## config.mk

```make
export PLATFORM = sky130hd
export DESIGN_NAME = pkt_dispatch_n
export DESIGN_NICKNAME = d
export VERILOG_FILES = /design/src/rtl/pkt_dispatch_n_pkg.sv /design/src/rtl/pkt_hdr_delay.sv /design/src/rtl/pkt_dispatch_n.sv
export SDC_FILE = /design/constraint.sdc
export NUM_CORES = 1
export LEC_CHECK = 0
export CAP_MARGIN = 15
export CORE_MARGIN = 1.5
export CORE_UTILIZATION = 45
export DETAILED_ROUTE_END_ITERATION = 12
export MAX_ROUTING_LAYER = met4
export PLACE_DENSITY = 0.69
export SYNTH_ARGS = -nofsm -noshare
export SYNTH_HDL_FRONTEND = slang
export SYNTH_SLANG_ARGS = --single-unit
```

## constraint.sdc

```tcl
create_clock -name i_clk -period 3.8 [get_ports i_clk]
set_clock_uncertainty 0.1 [all_clocks]
set_input_delay 0.76 -clock i_clk [delete_from_list [all_inputs] [get_ports i_clk]]
set_output_delay 0.76 -clock i_clk [all_outputs]
set_load 0.005 [all_outputs]
```

## src/rtl/pkt_dispatch_n_pkg.sv

```systemverilog
// Shared definitions for the packet dispatcher: the default TSMP magic value,
// FSM state encodings, the statistics counter width and a saturating increment.
package pkt_dispatch_n_pkg;

    localparam logic [23:0] DEF_TSMP_MAGIC = 24'h662662;
    localparam int          CNT_W          = 16;

    typedef enum logic [2:0] {
        WAIT_IDLE_S,
        IDLE_S,
        HEAD_S,
        TRANS_S,
        DROP_S
    } state_t;

    // Increment that sticks at all-ones instead of wrapping.
    function automatic logic [CNT_W-1:0] sat_inc(input logic [CNT_W-1:0] v);
        return (v == {CNT_W{1'b1}}) ? v : v + 1'b1;
    endfunction

endpackage

```

## src/rtl/pkt_hdr_delay.sv

```systemverilog
// Header delay line: a DEPTH-stage shift register of {valid,data}.
// Stage 0 holds the newest byte; every stage is exposed so the parser can
// read the buffered header bytes while the packet keeps streaming in.
module pkt_hdr_delay
    import pkt_dispatch_n_pkg::*;
#(
    parameter int DEPTH = 6
) (
    input  logic                 i_clk,
    input  logic                 i_rst_n,
    input  logic                 i_valid,
    input  logic [7:0]           iv_data,
    output logic [DEPTH-1:0][8:0] ov_stage
);

    // Shift one {valid,data} entry per cycle, newest into stage 0.
    always_ff @(posedge i_clk or negedge i_rst_n) begin
        if (!i_rst_n) begin
            ov_stage <= '0;
        end else begin
            ov_stage <= {ov_stage[DEPTH-2:0], {i_valid, iv_data}};
        end
    end

endmodule

```

## src/rtl/pkt_dispatch_n.sv

```systemverilog
// Packet dispatcher: buffers the first HDR_LEN header bytes, chooses one of
// NUM_PORTS output channels (port 0 = HCP) and forwards the delayed packet to
// that port only. Runt and dropped packets are counted with saturating counters.
// Optional feature macro: PKT_DISPATCH_STAT_EN adds per-port forwarded-packet
// counters on ov_pkt_cnt.
module pkt_dispatch_n
    import pkt_dispatch_n_pkg::*;
#(
    parameter int          NUM_PORTS  = 2,
    parameter int          HDR_LEN    = 6,
    parameter logic [23:0] TSMP_MAGIC = DEF_TSMP_MAGIC
) (
    input  logic                       i_clk,
    input  logic                       i_rst_n,
    input  logic                       i_data_wr,
    input  logic [7:0]                 iv_data,
    input  logic                       i_dispatch_en,
    output logic [8*NUM_PORTS-1:0]     ov_data,
    output logic [NUM_PORTS-1:0]       ov_data_wr,
    output logic [CNT_W-1:0]           ov_runt_cnt,
    output logic [CNT_W-1:0]           ov_drop_cnt
`ifdef PKT_DISPATCH_STAT_EN
    ,
    output logic [CNT_W*NUM_PORTS-1:0] ov_pkt_cnt
`endif
);

    localparam int              PW           = (NUM_PORTS > 1) ? $clog2(NUM_PORTS) : 1;
    localparam logic [11:0]     NP_MID       = 12'(NUM_PORTS);
    localparam logic [PW-1:0]   LAST_PORT    = PW'(NUM_PORTS - 1);
    localparam logic [3:0]      LAST_HDR_IDX = 4'(HDR_LEN - 1);

    logic [HDR_LEN-1:0][8:0] stage;
    state_t                  state, state_nxt;
    logic [3:0]              byte_cnt, byte_cnt_nxt;
    logic [PW-1:0]           route, dest;
    logic                    route_load, runt_hit, drop_hit;
    logic                    fwd_en;
    logic [23:0]             hdr_magic;
    logic [11:0]             mid;
    logic                    tail_valid;
    logic [7:0]              tail_data;
    logic [NUM_PORTS-1:0]    port_hit;

    pkt_hdr_delay #(
        .DEPTH (HDR_LEN)
    ) u_hdr_delay (
        .i_clk    (i_clk),
        .i_rst_n  (i_rst_n),
        .i_valid  (i_data_wr),
        .iv_data  (iv_data),
        .ov_stage (stage)
    );

    // While the last header byte is on the input, bytes 0..4 sit in stages 4..0.
    assign hdr_magic  = {stage[HDR_LEN-2][7:0], stage[HDR_LEN-3][7:0], stage[HDR_LEN-4][7:0]};
    assign mid        = {stage[0][3:0], iv_data};
    assign tail_valid = stage[HDR_LEN-1][8];
    assign tail_data  = stage[HDR_LEN-1][7:0];

    // Destination port from the header: non-TSMP and MID 0 go to HCP, large MIDs clamp to the last port.
    always_comb begin
        route = '0;
        if (hdr_magic == TSMP_MAGIC) begin
            if (mid == 12'd0) begin
                route = '0;
            end else if (mid < NP_MID) begin
                route = mid[PW-1:0];
            end else begin
                route = LAST_PORT;
            end
        end
    end

    // Input-side parser: counts header bytes, flags runts and drops; draining of
    // the delayed tail is handled by fwd_en so a new header can be parsed meanwhile.
    always_comb begin
        state_nxt    = state;
        byte_cnt_nxt = byte_cnt;
        route_load   = 1'b0;
        runt_hit     = 1'b0;
        drop_hit     = 1'b0;
        case (state)
            WAIT_IDLE_S: begin
                if (!i_data_wr) state_nxt = IDLE_S;
            end
            IDLE_S: begin
                if (i_data_wr) begin
                    if (i_dispatch_en) begin
                        state_nxt    = HEAD_S;
                        byte_cnt_nxt = 4'd1;
                    end else begin
                        state_nxt = DROP_S;
                        drop_hit  = 1'b1;
                    end
                end
            end
            HEAD_S: begin
                if (!i_data_wr) begin
                    runt_hit     = 1'b1;
                    state_nxt    = IDLE_S;
                    byte_cnt_nxt = '0;
                end else if (byte_cnt == LAST_HDR_IDX) begin
                    route_load   = 1'b1;
                    state_nxt    = TRANS_S;
                    byte_cnt_nxt = '0;
                end else begin
                    byte_cnt_nxt = byte_cnt + 4'd1;
                end
            end
            TRANS_S: begin
                if (!i_data_wr) state_nxt = IDLE_S;
            end
            DROP_S: begin
                if (!i_data_wr) state_nxt = IDLE_S;
            end
            default: begin
                state_nxt    = WAIT_IDLE_S;
                byte_cnt_nxt = '0;
            end
        endcase
    end

    // Parser state and header byte counter.
    always_ff @(posedge i_clk or negedge i_rst_n) begin
        if (!i_rst_n) begin
            state    <= WAIT_IDLE_S;
            byte_cnt <= '0;
        end else begin
            state    <= state_nxt;
            byte_cnt <= byte_cnt_nxt;
        end
    end

    // Runt and drop counters, saturating.
    always_ff @(posedge i_clk or negedge i_rst_n) begin
        if (!i_rst_n) begin
            ov_runt_cnt <= '0;
            ov_drop_cnt <= '0;
        end else begin
            if (runt_hit) ov_runt_cnt <= sat_inc(ov_runt_cnt);
            if (drop_hit) ov_drop_cnt <= sat_inc(ov_drop_cnt);
        end
    end

    // Forward window: opens when the route is latched (byte 0 reaches the tail
    // that same edge) and closes once the tail shows a gap; opening wins so a
    // packet one idle cycle behind the previous one is not lost.
    always_ff @(posedge i_clk or negedge i_rst_n) begin
        if (!i_rst_n) begin
            fwd_en <= 1'b0;
            dest   <= '0;
        end else if (route_load) begin
            fwd_en <= 1'b1;
            dest   <= route;
        end else if (!tail_valid) begin
            fwd_en <= 1'b0;
        end
    end

    // One-hot port select for the byte leaving the delay line this cycle.
    always_comb begin
        port_hit = '0;
        for (int p = 0; p < NUM_PORTS; p++) begin
            port_hit[p] = fwd_en && tail_valid && (dest == PW'(p));
        end
    end

    // Registered per-port outputs; unselected ports are held at zero.
    always_ff @(posedge i_clk or negedge i_rst_n) begin
        if (!i_rst_n) begin
            ov_data    <= '0;
            ov_data_wr <= '0;
        end else begin
            ov_data_wr <= port_hit;
            for (int p = 0; p < NUM_PORTS; p++) begin
                ov_data[8*p +: 8] <= port_hit[p] ? tail_data : 8'h00;
            end
        end
    end

`ifdef PKT_DISPATCH_STAT_EN
    logic first_pend;

    // Per-port forwarded-packet counters, bumped as each packet's first byte is output.
    always_ff @(posedge i_clk or negedge i_rst_n) begin
        if (!i_rst_n) begin
            first_pend <= 1'b0;
            ov_pkt_cnt <= '0;
        end else begin
            if (route_load) begin
                first_pend <= 1'b1;
            end else if (|port_hit) begin
                first_pend <= 1'b0;
            end
            for (int p = 0; p < NUM_PORTS; p++) begin
                if (first_pend && port_hit[p]) begin
                    ov_pkt_cnt[CNT_W*p +: CNT_W] <= sat_inc(ov_pkt_cnt[CNT_W*p +: CNT_W]);
                end
            end
        end
    end
`endif

endmodule
```

# [Word-level counts from Yosys, hierarchy flattened]
# Cells that the tools add are included.
[totals] regBits=113 input_bits=12
[classes] reduce_logical=10 magnitude_cmp=1 n_addsub=3 bitwise_logic=4 muxes=26 n_eq_ne=13
[ops] op="adder 16 x 1 -> 16 bit (second input constant)" count=2
[ops] op="equality test 16 bit (second input constant)" count=2
[ops] op="equality test 24 x 23 -> 1 bit (second input constant)" count=1
[ops] op="2-to-1 mux 4 bit" count=4
[ops] op="2-to-1 mux 8 bit" count=2
[ops] op="2-to-1 mux 3 bit" count=5
[ops] op="2-to-1 mux 1 bit" count=13
[ops] op="logical NOT 12 bit" count=1
[ops] op="< comparator 12 x 2 -> 1 bit (second input constant)" count=1
[ops] op="one-hot mux 4 bit (3 select lines)" count=1
[ops] op="one-hot mux 3 bit (3 select lines)" count=1
[ops] op="inequality test 2 bit (second input constant)" count=4
[ops] op="equality test 3 x 2 -> 1 bit (second input constant)" count=2
[ops] op="AND reduction 3 bit" count=2
[ops] op="adder 4 x 1 -> 4 bit (second input constant)" count=1
[ops] op="equality test 4 x 3 -> 1 bit (second input constant)" count=1
[ops] op="inverter 1 bit" count=4
[ops] op="AND reduction 2 bit" count=2
[ops] op="equality test 3 x 1 -> 1 bit (second input constant)" count=1
[ops] op="equality test 3 bit (second input constant)" count=1
[ops] op="logical AND 1 bit" count=3
[ops] op="logical NOT 3 bit" count=1
[ops] op="inequality test 3 bit (second input constant)" count=1
[ops] op="OR reduction 3 bit" count=1

# [Depth between registers and ports, before layout]
# Gate-level depths: netlist (run 1).
[logic_depth] word_depth=5 depth_mapped=6 mapped_depth_nobuf=6

# [Cells and area by module]
# A second synthesis (run 1) with hierarchy kept.
[unflattened] hier_cells=306 area_unflattened_um2=4083.9
[modules_own_cells] module="pkt_dispatch_n" n_inst=1 cells_each=252 area_per_inst_um2=2732.6 seq_area_each_um2=1476.4
[modules_own_cells] module="pkt_hdr_delay" n_inst=1 cells_each=54 area_per_inst_um2=1351.3 seq_area_each_um2=1351.3

# [Worst setup path before layout (run 1)]
# No wires, ideal clock.
[synth_timing] path_kind="in2reg" start="input i_data_wr" end="register ov_runt_cnt[15]" setup_time_ns=0.079 path_stages=5 n_path_buf=1 path_slack_ns=1.273 arrival_time_ns=2.348 cell_sequence="or4b_4 > buf_6 > or4_4 > nor4_2 > xor2_1"
[synth_between] elab_chain_cells=3
[synth_rtl] item="start, declared" line="pkt_dispatch_n.sv:15" source="input logic i_data_wr,"
[synth_rtl] item="2-to-1 mux 1 bit" line="pkt_dispatch_n.sv:99" source="if (!i_data_wr) begin"
[synth_rtl] item="2-to-1 mux 1 bit" line="pkt_dispatch_n.sv:83" source="case (state)"
[synth_rtl] item="AND reduction 2 bit (no line)"
[synth_rtl] item="end signal, assigned" line="pkt_dispatch_n.sv:141" source="if (runt_hit) ov_runt_cnt <= sat_inc(ov_runt_cnt);"
[synth_rtl] item="end, declared" line="pkt_dispatch_n.sv:20" source="output logic [CNT_W-1:0] ov_runt_cnt,"
# Every way passes these cells.
# A chain may end at the register's enable or synchronous reset.

# [Worst setup path after layout (run 1)]
# Ends and elaborated chain as after synthesis.

==> results of run 1 <==
## per-layer routing
layer	global-route usage	part of all wire	up-vias
li1	-	-	1220
met5	-	0	-
met4	0.07476	0.014	0
met2	0.2524	0.48	85
met3	0.05154	0.046	11
met1	0.2110	0.46	1276
## kinds of logic (layout without fill, tap and decap cells)
kind of cell,after synthesis,after routing,synth area share
AO/OA/AOI/OAI,15,15,0.02416
XOR/XNOR,29,29,0.06208
adder cells (fa/ha/maj),4,4,0.01223
buffers and inverters,10,100,0.01284
flip-flops,113,113,0.6911
multiplexers,5,5,0.01315
AND/OR/NAND/NOR,123,123,0.1844
## power by group
group / switching [mW] / internal [mW]
Combinational: 0.0839 / 0.126
Sequential: 0.0777 / 1.28
Clock: 0.562 / 1.09
## path summary, 6_finish.rpt
kind,startpoint,endpoint,slack (ns),cells past startpoint
max,i_data_wr,ov_runt_cnt[15],1.12,5
min,i_rst_n,u_hdr_delay.ov_stage[3],0.08,1
max reg2reg,ov_drop_cnt[0],ov_drop_cnt[1],1.48,5
min reg2reg,u_hdr_delay.ov_stage[35],u_hdr_delay.ov_stage[44],0.25,0
max in group asynchronous,i_rst_n,byte_cnt[2],2.79,2
min in group i_clk,u_hdr_delay.ov_stage[35],u_hdr_delay.ov_stage[44],0.25,0
## through the flow
stage / setup slack (ns) / utilization / hold slack, ns / power [mW] / area [µm²]
floorplan: 1.273 / - / 0.2312 / 1.447 / 4091
global placement: 0.6812 / 0.5510 / 0.2334 / 1.583 / 4828
detailed placement: 0.6448 / 0.5510 / 0.2347 / 1.593 / 4828
CTS: 1.145 / 0.6229 / 0.07448 / 3.259 / 5459
global route: 1.026 / 0.6229 / 0.08752 / 3.359 / 5459
finish: 1.123 / 0.6229 / 0.08175 / 3.220 / 5459
## area by class of cell
cell class / instances / area [µm²]
multi-input combinational: 176 / 1211
tap: 108 / 135.1
timing repair buffer: 63 / 635.6
inverter: 5 / 18.77
clock buffer: 18 / 427.9
sequential: 113 / 2828
clock inverter: 14 / 202.7
fill: 693 / 3304
## flip-flops by register name, indices dropped and copies added, names as in the netlist
name	flops
state	3
byte_cnt	4
ov_drop_cnt	16
ov_data_wr	2
ov_data	16
dest	1
ov_runt_cnt	16
fwd_en	1
u_hdr_delay.ov_stage	54
## worst max-delay path: stages
cell and delay, ns:
clkdlybuf4s50_1 0.55, or4b_4 0.66, or4_4 0.58, nor4_2 0.27
xor2_1 0.17
## layout by cell type (no fill, tap or decap), types with 2 or more instances in the layout
cell type        instances
clkbuf_8                 2
nor2_1                   7
clkinv_4                 3
and2_1                  16
nand2_1                 19
buf_4                    2
nor3b_1                  9
nor4_1                  10
clkbuf_16               16
o21ai_0                  6
nor3_1                  14
xnor2_1                  3
nor4b_1                  4
inv_1                    5
nor4bb_1                 3
clkdlybuf4s50_1         60
dfrtp_1                113
nand4_1                 11
bufinv_16                4
clkinvlp_4               4
nor4_2                   3
mux2i_1                  2
nand3_1                 12
a21oi_1                  2
and4_1                   2
ha_1                     4
mux2_1                   2
xor2_1                  26
and3_1                   3
inv_6                    3
## synth_stat cells (3+ instances only)
cell type / n
xnor2_1: 3
dfrtp_1: 113
o21ai_0: 6
nand3_1: 12
inv_1: 5
nor4b_1: 4
nor4bb_1: 3
and2_1: 16
nor2_1: 7
nand4_1: 11
nand2_1: 19
and3_1: 3
nor3b_1: 9
nor4_2: 3
ha_1: 4
xor2_1: 26
nor4_1: 10
nor3_1: 14
clkbuf_1: 3
==> flow_summary.toml, run 1 <==
[sta]
setup-tns-final_ns = 0
relSlewSlack = 0.4819
tightestPinTransition_ns = 0.7708
finalSetupViolations = 0
period_minus_slack_ns = 2.677
slew_viol_final = 0
finalCritPeriodShare = 0.7045
fmax_mhz = 373.5
rsz0062_at_grt = "false"
finalHoldViolations = 0

[worst_setup_path]
cp-end-kind = "flip-flop"
worstPathArrival_ns = 3.00
crit_fanout = 10
cp-start-kind = "primary input"
required_ns = 4.13
worstSetupPathType = "in2reg"

[grt]
grt.total_usage = 0.1681
grt_max_degree = 57
grt_pass1_wl_um = 12280
grt_antenna_before_repair = 0
grt_pass1_vias = 2596
overflow = 0

[die]
ios = 62
die_y_um = 98.35
start_util = 0.4669
die_area_um2 = 9673
rows = 34
core_area_um2 = 8763
fp.dieW_um = 98.35

[clock_tree]
cts_tree = "yes"
cts-buffers-inserted = 17
cts_resized = 0
post_cts.repair.setup_buffers = 0
clockRootBuffer = "clkbuf_8"
clock_latency_ns = 0.50
cts_hold_buf = 0
cts_buffer_depth = 2
clock-sinks = 113
h-tree-depth = 4
clk_pin_slew_ns = 0.06

[detailed_routing]
dr.pass1.iters = 4
antenna_left = 0
drt_iter0_drc = 115
wl_per_cell_um = 14.42
wirelength_um = 7168
via_count = 2592
vias_per_cell = 5.215
drcViolationCount = 0

[power_and_ir_drop]
p_leak_nw = 2.457
powerDensity_nw_per_um2 = 589.8
peakVddDrop_uv = 331.0

[status]
status = "finished, final reports clean"

[layout]
area_delta_synth_final_pct = 33.43
diodes = 0
fin_nets = 392
final-instance-count-excl-fill = 497
drive_above_1_share = 0.1080

[logic_synthesis]
synth_seq_area_share = 0.6911
async_flop_share = 1.000
syn_area_per_cell_um2 = 13.68
ys_types = 42
synth_warnings = 0
synth_area_leaders = "dfrtp_1 (69%), xor2_1 (5.6%), and2_1 (2.4%), nand2_1 (1.7%), nor3_1 (1.7%)"
ys_ff_latch = 113
syn_area_um2 = 4091
syn_inst = 299
synth_nets = 315
yosys.area.top_type = "dfrtp_1"
synth_edf_count = 0
yosysTopAreaCellShare = 0.6911
ys.flop_type = "dfrtp_1"

[placement]
io_buffers = 61
gp_congestion = 0.8682
hpwl_um = 4534
place_inst = 465

[hold_path]
hp-class = "in2async"

[flow_run]
max_cap_viol_count = 0
(Power assumes the default switching activity.)
==> inputs of run 2 (changes only) <==
==> constraint.sdc (replaced) <==
create_clock -name i_clk -period 2.75 [get_ports i_clk]
set_clock_uncertainty 0.1 [all_clocks]
set_input_delay 0.55 -clock i_clk [delete_from_list [all_inputs] [get_ports i_clk]]
set_output_delay 0.55 -clock i_clk [all_outputs]
set_load 0.005 [all_outputs]
==> run 2 against run 1 <==
Design area is 0.48% higher. Hold slack worse by 0.078 ns. First-iteration DRC count is 2.6% lower. Critical path type is now reg2reg.
==> flow_summary.toml, run 2 (synthesized netlist as in run 1, its figures left out) <==
[worst_setup_path]
worstPathArrival_ns = 2.52
required_ns = 3.07
crit_fanout = 9
cp-end-kind = "flip-flop"
worstSetupPathType = "reg2reg"
cp-start-kind = "flip-flop"

[grt]
grt_max_degree = 114
overflow = 0
grt_antenna_before_repair = 0
grt_pass1_wl_um = 12190
grt.total_usage = 0.1665
grt_pass1_vias = 2504

[clock_tree]
post_cts.repair.setup_buffers = 0
cts-buffers-inserted = 17
clock-sinks = 113
cts_tree = "yes"
clk_pin_slew_ns = 0.06
cts_buffer_depth = 2
clock_latency_ns = 0.50
h-tree-depth = 4
cts_hold_buf = 0
cts_resized = 0
clockRootBuffer = "clkbuf_8"

[detailed_routing]
antenna_left = 0
drcViolationCount = 0
wl_per_cell_um = 13.99
drt_iter0_drc = 112
wirelength_um = 6997
dr.pass1.iters = 6
vias_per_cell = 5.146
via_count = 2573

[flow_run]
max_cap_viol_count = 0

[sta]
relSlewSlack = 0.5691
setup-tns-final_ns = 0
period_minus_slack_ns = 2.197
fin_ws_ns = 0.5533
tightestPinTransition_ns = 0.6383
slew_viol_final = 0
finalSetupViolations = 0
rsz0062_at_grt = "false"
finalCritPeriodShare = 0.7988
finalHoldViolations = 0
timing.hold.ws_ns = 0.003655
fmax_mhz = 455.2

[placement]
place_area_um2 = 4851
place_inst = 468
io_buffers = 61
gp_congestion = 0.8602
dp_slack_ns = 0.05447
hpwl_um = 4330

[power_and_ir_drop]
swShare = 0.2333
comb_power_share = 0.065
p_switching_mw = 1.049
clkPwrFrac = 0.518
powerDensity_nw_per_um2 = 819.7
internal_power_mw = 3.447
share_seq_of_total_power = 0.417
peakVddDrop_uv = 466.1
p_leak_nw = 2.486
fin_total_pwr_mw = 4.496

[die]
ios = 62
start_util = 0.4669
core_area_um2 = 8763
die_y_um = 98.35
die_area_um2 = 9673
rows = 34
fp.dieW_um = 98.35

[layout]
fin_nets = 395
drive_above_1_share = 0.1148
post-route-util = 0.6259
regMostFlops = "u_hdr_delay.ov_stage"
final-instance-count-excl-fill = 500
largest_reg_flops = 54
diodes = 0
area_delta_synth_final_pct = 34.07
final_common_cell = "dfrtp_1"
fin_area_um2 = 5485
layout_common_cells = "dfrtp_1 (113), clkdlybuf4s50_1 (60), xor2_1 (26), nand2_1 (19)"

[status]
status = "finished, final reports clean"

[hold_path]
hp-class = "in2async"
[run 2: critical path, stage by stage (launching register included)]
cell and delay [ns]:
dfrtp_1 0.48, or4b_4 0.56, or4_4 0.57, nor4_2 0.25, xor2_1 0.17
[run 2: per-layer routing]
layer,track usage,up-vias,routed length (µm),share of wire
met5,-,-,0,0
met4,0.06826,0,36,0.0051
met3,0.05297,6,334,0.048
met2,0.2345,83,3261,0.47
met1,0.2243,1258,3365,0.48
li1,-,1226,-,-
[run 2: area by class of cell]
| cell class | count | area (µm²) |
|---|---|---|
| Multi-Input combinational cell | 176 | 1211 |
| Inverter | 5 | 18.77 |
| Clock inverter | 15 | 220.2 |
| Sequential cell | 113 | 2828 |
| Tap cell | 108 | 135.1 |
| Timing Repair Buffer | 66 | 658.1 |
| Clock buffer | 17 | 414.1 |
| Fill cell | 696 | 3278 |
[run 2: final timing paths]
check,from,endpoint,slack (ns),depth (start not counted)
hold / removal,i_rst_n,u_hdr_delay.ov_stage[0],0.004,2
max in group asynchronous,i_rst_n,byte_cnt[0],2.10,2
hold reg to reg,u_hdr_delay.ov_stage[15],u_hdr_delay.ov_stage[24],0.24,0
setup / recovery,state[2],ov_runt_cnt[15],0.55,4
min in group i_clk,u_hdr_delay.ov_stage[15],u_hdr_delay.ov_stage[24],0.24,0
setup reg to reg,state[2],ov_runt_cnt[15],0.55,4
[run 2: power groups by stage]
stage / combinational (mW) / clock [mW] / sequential (mW)
after floorplan: 0.119 / 0 / 1.88
after global placement: 0.289 / 0 / 1.90
after detailed placement: 0.299 / 0 / 1.90
after CTS: 0.302 / 2.37 / 1.88
after global routing: 0.332 / 2.47 / 1.89
final: 0.293 / 2.33 / 1.87
==> inputs of run 3 (changes only) <==
--- a/config.mk
+++ b/config.mk
@@ -10,7 +10,7 @@
 export CORE_UTILIZATION = 45
 export DETAILED_ROUTE_END_ITERATION = 12
 export MAX_ROUTING_LAYER = met4
-export PLACE_DENSITY = 0.69
+export PLACE_DENSITY = 0.72
 export SYNTH_ARGS = -nofsm -noshare
 export SYNTH_HDL_FRONTEND = slang
 export SYNTH_SLANG_ARGS = --single-unit
==> constraint.sdc (replaced) <==
create_clock -name i_clk -period 1.9 [get_ports i_clk]
set_clock_uncertainty 0.1 [all_clocks]
set_input_delay 0.38 -clock i_clk [delete_from_list [all_inputs] [get_ports i_clk]]
set_output_delay 0.38 -clock i_clk [all_outputs]
set_load 0.005 [all_outputs]
==> run 3 against run 2 <==
The flow now finishes with violations (setup timing). Combinational power increased by 130%. Global-route usage increased by 2.8 points. Sequential share of layout area decreased by 4.5 points.
==> flow_summary.toml, run 3 (synthesized netlist as in run 1, its figures left out) <==
[status]
status = "complete, but fails checks"
violations = "setup timing"

[layout]
fillers = 610
fin_nets = 453
final-instance-count-excl-fill = 558
regMostFlops = "u_hdr_delay.ov_stage"
largest_reg_flops = 54
drive_above_1_share = 0.2800
final_common_cell = "dfrtp_1"
layout_common_cells = "dfrtp_1 (108), buf_4 (56), clkdlybuf4s50_1 (43), xor2_1 (26), nand2_1 (18)"
diodes = 0
area_delta_synth_final_pct = 47.28

[die]
start_util = 0.4669
die_y_um = 98.35
ios = 62
rows = 34
fp.dieW_um = 98.35
core_area_um2 = 8763
die_area_um2 = 9673

[detailed_routing]
antenna_left = 0
via_count = 2881
drcViolationCount = 0
vias_per_cell = 5.163
wl_per_cell_um = 15.17
wirelength_um = 8465
dr.pass1.iters = 4
drt_iter0_drc = 119

[worst_setup_path]
cp-end-kind = "flip-flop"
crit_path_top_delay_cell = "or3_4"
worst_r2r_startpoint = "ov_drop_cnt[0]"
worstSetupPathType = "reg2reg"
crit_chain = "buf_6 > ha_4 > nand4_1 > or3_4 > nor3_4 > mux2_4"
crit_path_max_incr_delay_ns = 0.47
cp-start-kind = "flip-flop"
crit_fanout = 3
reg2reg_slack_ns = -0.001
worstPathArrival_ns = 2.18
required_ns = 2.18
rr_endpoint = "ov_drop_cnt[12]"
rr_worst_depth = 6

[clock_tree]
clock_latency_ns = 0.50
clock-sinks = 113
cts-buffers-inserted = 17
clockRootBuffer = "clkbuf_8"
clk_pin_slew_ns = 0.05
cts_buffer_depth = 2
h-tree-depth = 4
cts_tree = "yes"

[power_and_ir_drop]
internal_power_mw = 4.625
share_seq_of_total_power = 0.436
comb_power_share = 0.112
p_switching_mw = 1.468
fin_total_pwr_mw = 6.093
peakVddDrop_uv = 773.2
clkPwrFrac = 0.452
swShare = 0.2410
p_leak_nw = 2.936
powerDensity_nw_per_um2 = 1011

[sta]
fin_ws_ns = -0.001368
rsz0062_at_grt = "true"
finalHoldViolations = 0
finalSetupViolations = 2
fmax_mhz = 525.9
slew_viol_final = 0
finalCritPeriodShare = 1.001
period_minus_slack_ns = 1.901
relSlewSlack = 0.6832
tightestPinTransition_ns = 0.4735
setup-tns-final_ns = -0.002328

[placement]
hpwl_um = 4993
io_buffers = 61
place_inst = 492
gp_congestion = 0.8768

[grt]
grt_pass1_wl_um = 14320
grt_antenna_before_repair = 0
overflow = 0
grt_max_degree = 41
grt.total_usage = 0.1946
grt_pass1_vias = 2961

[hold_path]
hp-class = "in2async"

[flow_run]
max_cap_viol_count = 0
## run 3: timing repair
action | 4_1_cts | 5_1_grt
hold endpoints to repair | 22 | 0
setup endpoints to repair | 31 | 32
buffers inserted | 24 | 9
hold buffers | 1 | 0
pin swaps | 1 | 6
resized for setup | 20 | 32
## run 3: critical path: cells and delay by family, from the launching register on
family / cells / cell delay, ns
and+or+nand+nor: 3 / 0.78
DFF: 1 / 0.35
muxes: 1 / 0.32
adders and majority gates: 1 / 0.13
buffers and inverters: 1 / 0.11
## run 3: cell type report
class                      instances  area (µm²)  area share
clock buffer                      21       449.2     0.07454
clock inverter                    11       83.83     0.01391
inverter                           5       18.77    0.003115
multi-input combinational        176        1371      0.2276
sequential                       113        2834      0.4703
tap                              108       135.1     0.02243
timing repair buffer             124        1134      0.1881
## run 3: how the worst max path moves through the flow
stage | start | to | depth (start not counted)
after floorplan | state[2] | ov_runt_cnt[11] | 6
after global placement | i_data_wr | ov_runt_cnt[11] | 5
after detailed placement | i_data_wr | ov_drop_cnt[15] | 7
after CTS | ov_drop_cnt[9] | ov_drop_cnt[9] | 1
after global routing | ov_drop_cnt[1] | ov_drop_cnt[1] | 7
final | ov_drop_cnt[0] | ov_drop_cnt[12] | 6
## run 3: power by group through the flow
stage,Clock [mW],Combinational [mW],Sequential [mW]
2_1_floorplan,0,0.172,2.72
3_3_place_gp,0,0.530,2.71
3_5_place_dp,0,0.541,2.72
4_1_cts,2.81,0.620,2.65
5_1_grt,2.93,0.759,2.68
6_report,2.75,0.679,2.66
## run 3: metrics by stage
step           utilization  setup slack, ns  area (µm²)  hold WS, ns
6_report            0.6876        -0.001368        6026       0.2331
5_1_grt             0.6876         -0.06578        6026       0.2300
4_1_cts             0.6646         0.004448        5824       0.2242
3_5_place_dp        0.5797          -0.5706        5080       0.2127
3_3_place_gp        0.5797          -0.4298        5080       0.2046
2_1_floorplan            -          -0.1811        4128     -0.01559
## run 3: layer usage
metal	vias to the layer above	part of all wire	global-route usage	routed length, µm
met1	1438	0.44	0.2534	3686
met3	10	0.053	0.05011	445
li1	1342	-	-	-
met5	-	0	-	0
met4	0	0.013	0.08017	109
met2	91	0.50	0.2924	4223
==> edit, RTL diff (config.mk and constraints of run 3) <==
Build with the macro `PKT_DISPATCH_STAT_EN` defined.
--- a/src/rtl/pkt_dispatch_n.sv
+++ b/src/rtl/pkt_dispatch_n.sv
@@ -3,6 +3,8 @@
 // that port only. Runt and dropped packets are counted with saturating counters.
 // Optional feature macro: PKT_DISPATCH_STAT_EN adds per-port forwarded-packet
 // counters on ov_pkt_cnt.
+`define PKT_DISPATCH_STAT_EN
+
 module pkt_dispatch_n
     import pkt_dispatch_n_pkg::*;
 #(
Behaviour (old outputs only; new: ov_pkt_cnt): unchanged (equiv_simple and equiv_induct, registers matched by name and starting in step).
==> edit against run 3 <==
- the flow still finishes with violations (negative setup slack)
- routed wire length increased by 39%
- worst setup slack got worse by 0.017 ns
- critical path depth unchanged
- cell area increased by 35%
- power increased by 25%
- first-iteration DRC count increased by 61%
- sequential cell count increased by 33
- maximum frequency decreased by 0.88%
- global-route usage decreased by 0.21 points
- area after synthesis increased by 37%
- critical path type is now in2reg
- critical endpoint is now ov_drop_cnt[9]$_DFFE_PN0P_
==> edit: results (changes against run 3) <==
- The flow ran to the end, but the final reports show violations.
- The checks that failed: negative setup slack.
- The total half-perimeter wirelength after legalization and detailed placement was 7840 um (+57%).
- The fraction of synthesized area in multiplexers is 0.02167 (+0.008516).
- The number of failing setup endpoints in the final timing report is 1 (-1).
- The count of inverters not on the clock network in the layout was 9 (+4).
- The met2 wirelength from detailed routing came to 5610 um (+33%).
- The area of the die is 13130 sq um (+36%).
- The count of cells resized by post-cts repair is 13 (-35%).
- The port buffer count was 93 (+52%).
- The total routed wirelength came to 11740 um (+39%).
- The met2 usage is 0.2986 (+0.006190).
- The post-synthesis net count is 467 (+48%).
- The fraction of final layout cells sized beyond drive strength 1 came to 0.2435 (-0.03651).
- The cell leakage power is 3.790 nW (+29%).
- The overall global routing resource usage is 0.1925 (-0.002141).
- The number of cells in the design after placement is 766 (+56%).
- The met1 routing resource usage after global routing is 0.2414 (-0.01202).
- The wire length of the first global-routing pass is 19000 um (+33%).
- The worst-case vdd ir drop is 0.0006974 V (-9.8%).
- The count of cell types in the netlist is 48 (+14%).
- The clock network latency to the later pin of the worst-skew pair is 0.41 ns (-0.09 ns).
- The final net count is 659 (+45%).
- The layout multi-input combinational cell count was 289 (+64%).
- Sorting the synthesized cells by how often they occur yields 146 x sky130_fd_sc_hd__dfrtp_1, 37 x sky130_fd_sc_hd__xnor2_1, 36 x sky130_fd_sc_hd__nand2_1.
- The routed via count was 4094 (+42%).
- The endpoint arrival time on the critical path was 2.14 ns (-0.04 ns).
- The routed length per instance is 14.30 um (-5.7%).
- The area after detailed placement is 7208 sq um (+42%).
- The number of filler instances in the final layout is 882 (+45%).
- The met3 layer usage reported by global route is 0.05347 (+0.003360).
- The weighted congestion at the end of routability-driven global placement is 0.8740 (-0.32%).
- The detailed-routing wirelength on met1 is 5380 um (+46%).
- The worst slack at placement came to -0.4262 ns (+0.1443 ns).
- The post-route worst setup slack was -0.01831 ns (-0.01694 ns).
- The synthesized area divided by synthesized cell count is 12.48 sq um (-8.8%).
- The layout buffering overhead excluding clock cells is 0.2024 (+0.01424).
- The cell chosen for the clock root is sky130_fd_sc_hd__clkbuf_16.
- The maximum net fanout on the critical path is 4 (+1).
- The share of the synthesized area in compound gates (AO/OA/AOI/OAI) is 0.04512 (+0.02096).
- The total length of routed met3 wires came to 532 um (+20%).
- The detailed router's first-iteration violation count is 192 (+61%).
- The area of all sequential standard cells came to 3675 sq um (+30%).
- The multi-input gate share of the layout cell area is 0.2403 (+0.01268).
- The largest net degree at the start of global routing was 47 (+15%).
[edit: cell types whose count changed in the layout (fill, tap and decap cells not counted), moves of 6 or more]
cell and change:
sky130_fd_sc_hd__buf_4 +18, sky130_fd_sc_hd__nand4_1 +17, sky130_fd_sc_hd__nand2_1 +17, sky130_fd_sc_hd__clkdlybuf4s50_1 +34, sky130_fd_sc_hd__nor2_1 +20, sky130_fd_sc_hd__dfrtp_2 +12, sky130_fd_sc_hd__xor2_1 -17, sky130_fd_sc_hd__a21oi_1 +6
sky130_fd_sc_hd__dfrtp_1 +21, sky130_fd_sc_hd__nand3_1 +14, sky130_fd_sc_hd__xnor2_1 +33, sky130_fd_sc_hd__o21ai_0 +7
[edit: final timing paths]
| check | to | depth (start not counted) | start | slack, ns |
|---|---|---|---|---|
| setup reg to reg | ov_drop_cnt[9]$_DFFE_PN0P_ | 7 | ov_drop_cnt[0]$_DFFE_PN0P_ | 0 |
| min in group asynchronous | ov_data[14]$_DFF_PN0_ | 2 | i_rst_n | 0.36 |
| hold / removal | u_hdr_delay.ov_stage[16]$_DFF_PN0_ | 0 | u_hdr_delay.ov_stage[7]$_DFF_PN0_ | 0.24 |
| max in group asynchronous | ov_pkt_cnt[13]$_DFFE_PN0P_ | 3 | i_rst_n | 0.74 |
| setup / recovery | ov_drop_cnt[9]$_DFFE_PN0P_ | 6 | i_data_wr | -0.02 |
| hold reg to reg | u_hdr_delay.ov_stage[16]$_DFF_PN0_ | 0 | u_hdr_delay.ov_stage[7]$_DFF_PN0_ | 0.24 |
[edit: power breakdown]
group / leakage [nW] / switching [mW] / total (mW) / internal (mW)
Clock: 0.309 / 1.21 / 3.49 / 2.29
Sequential: 1.86 / 0.141 / 3.41 / 3.27
Combinational: 1.62 / 0.304 / 0.717 / 0.413
Total: 3.79 / 1.65 / 7.62 / 5.97
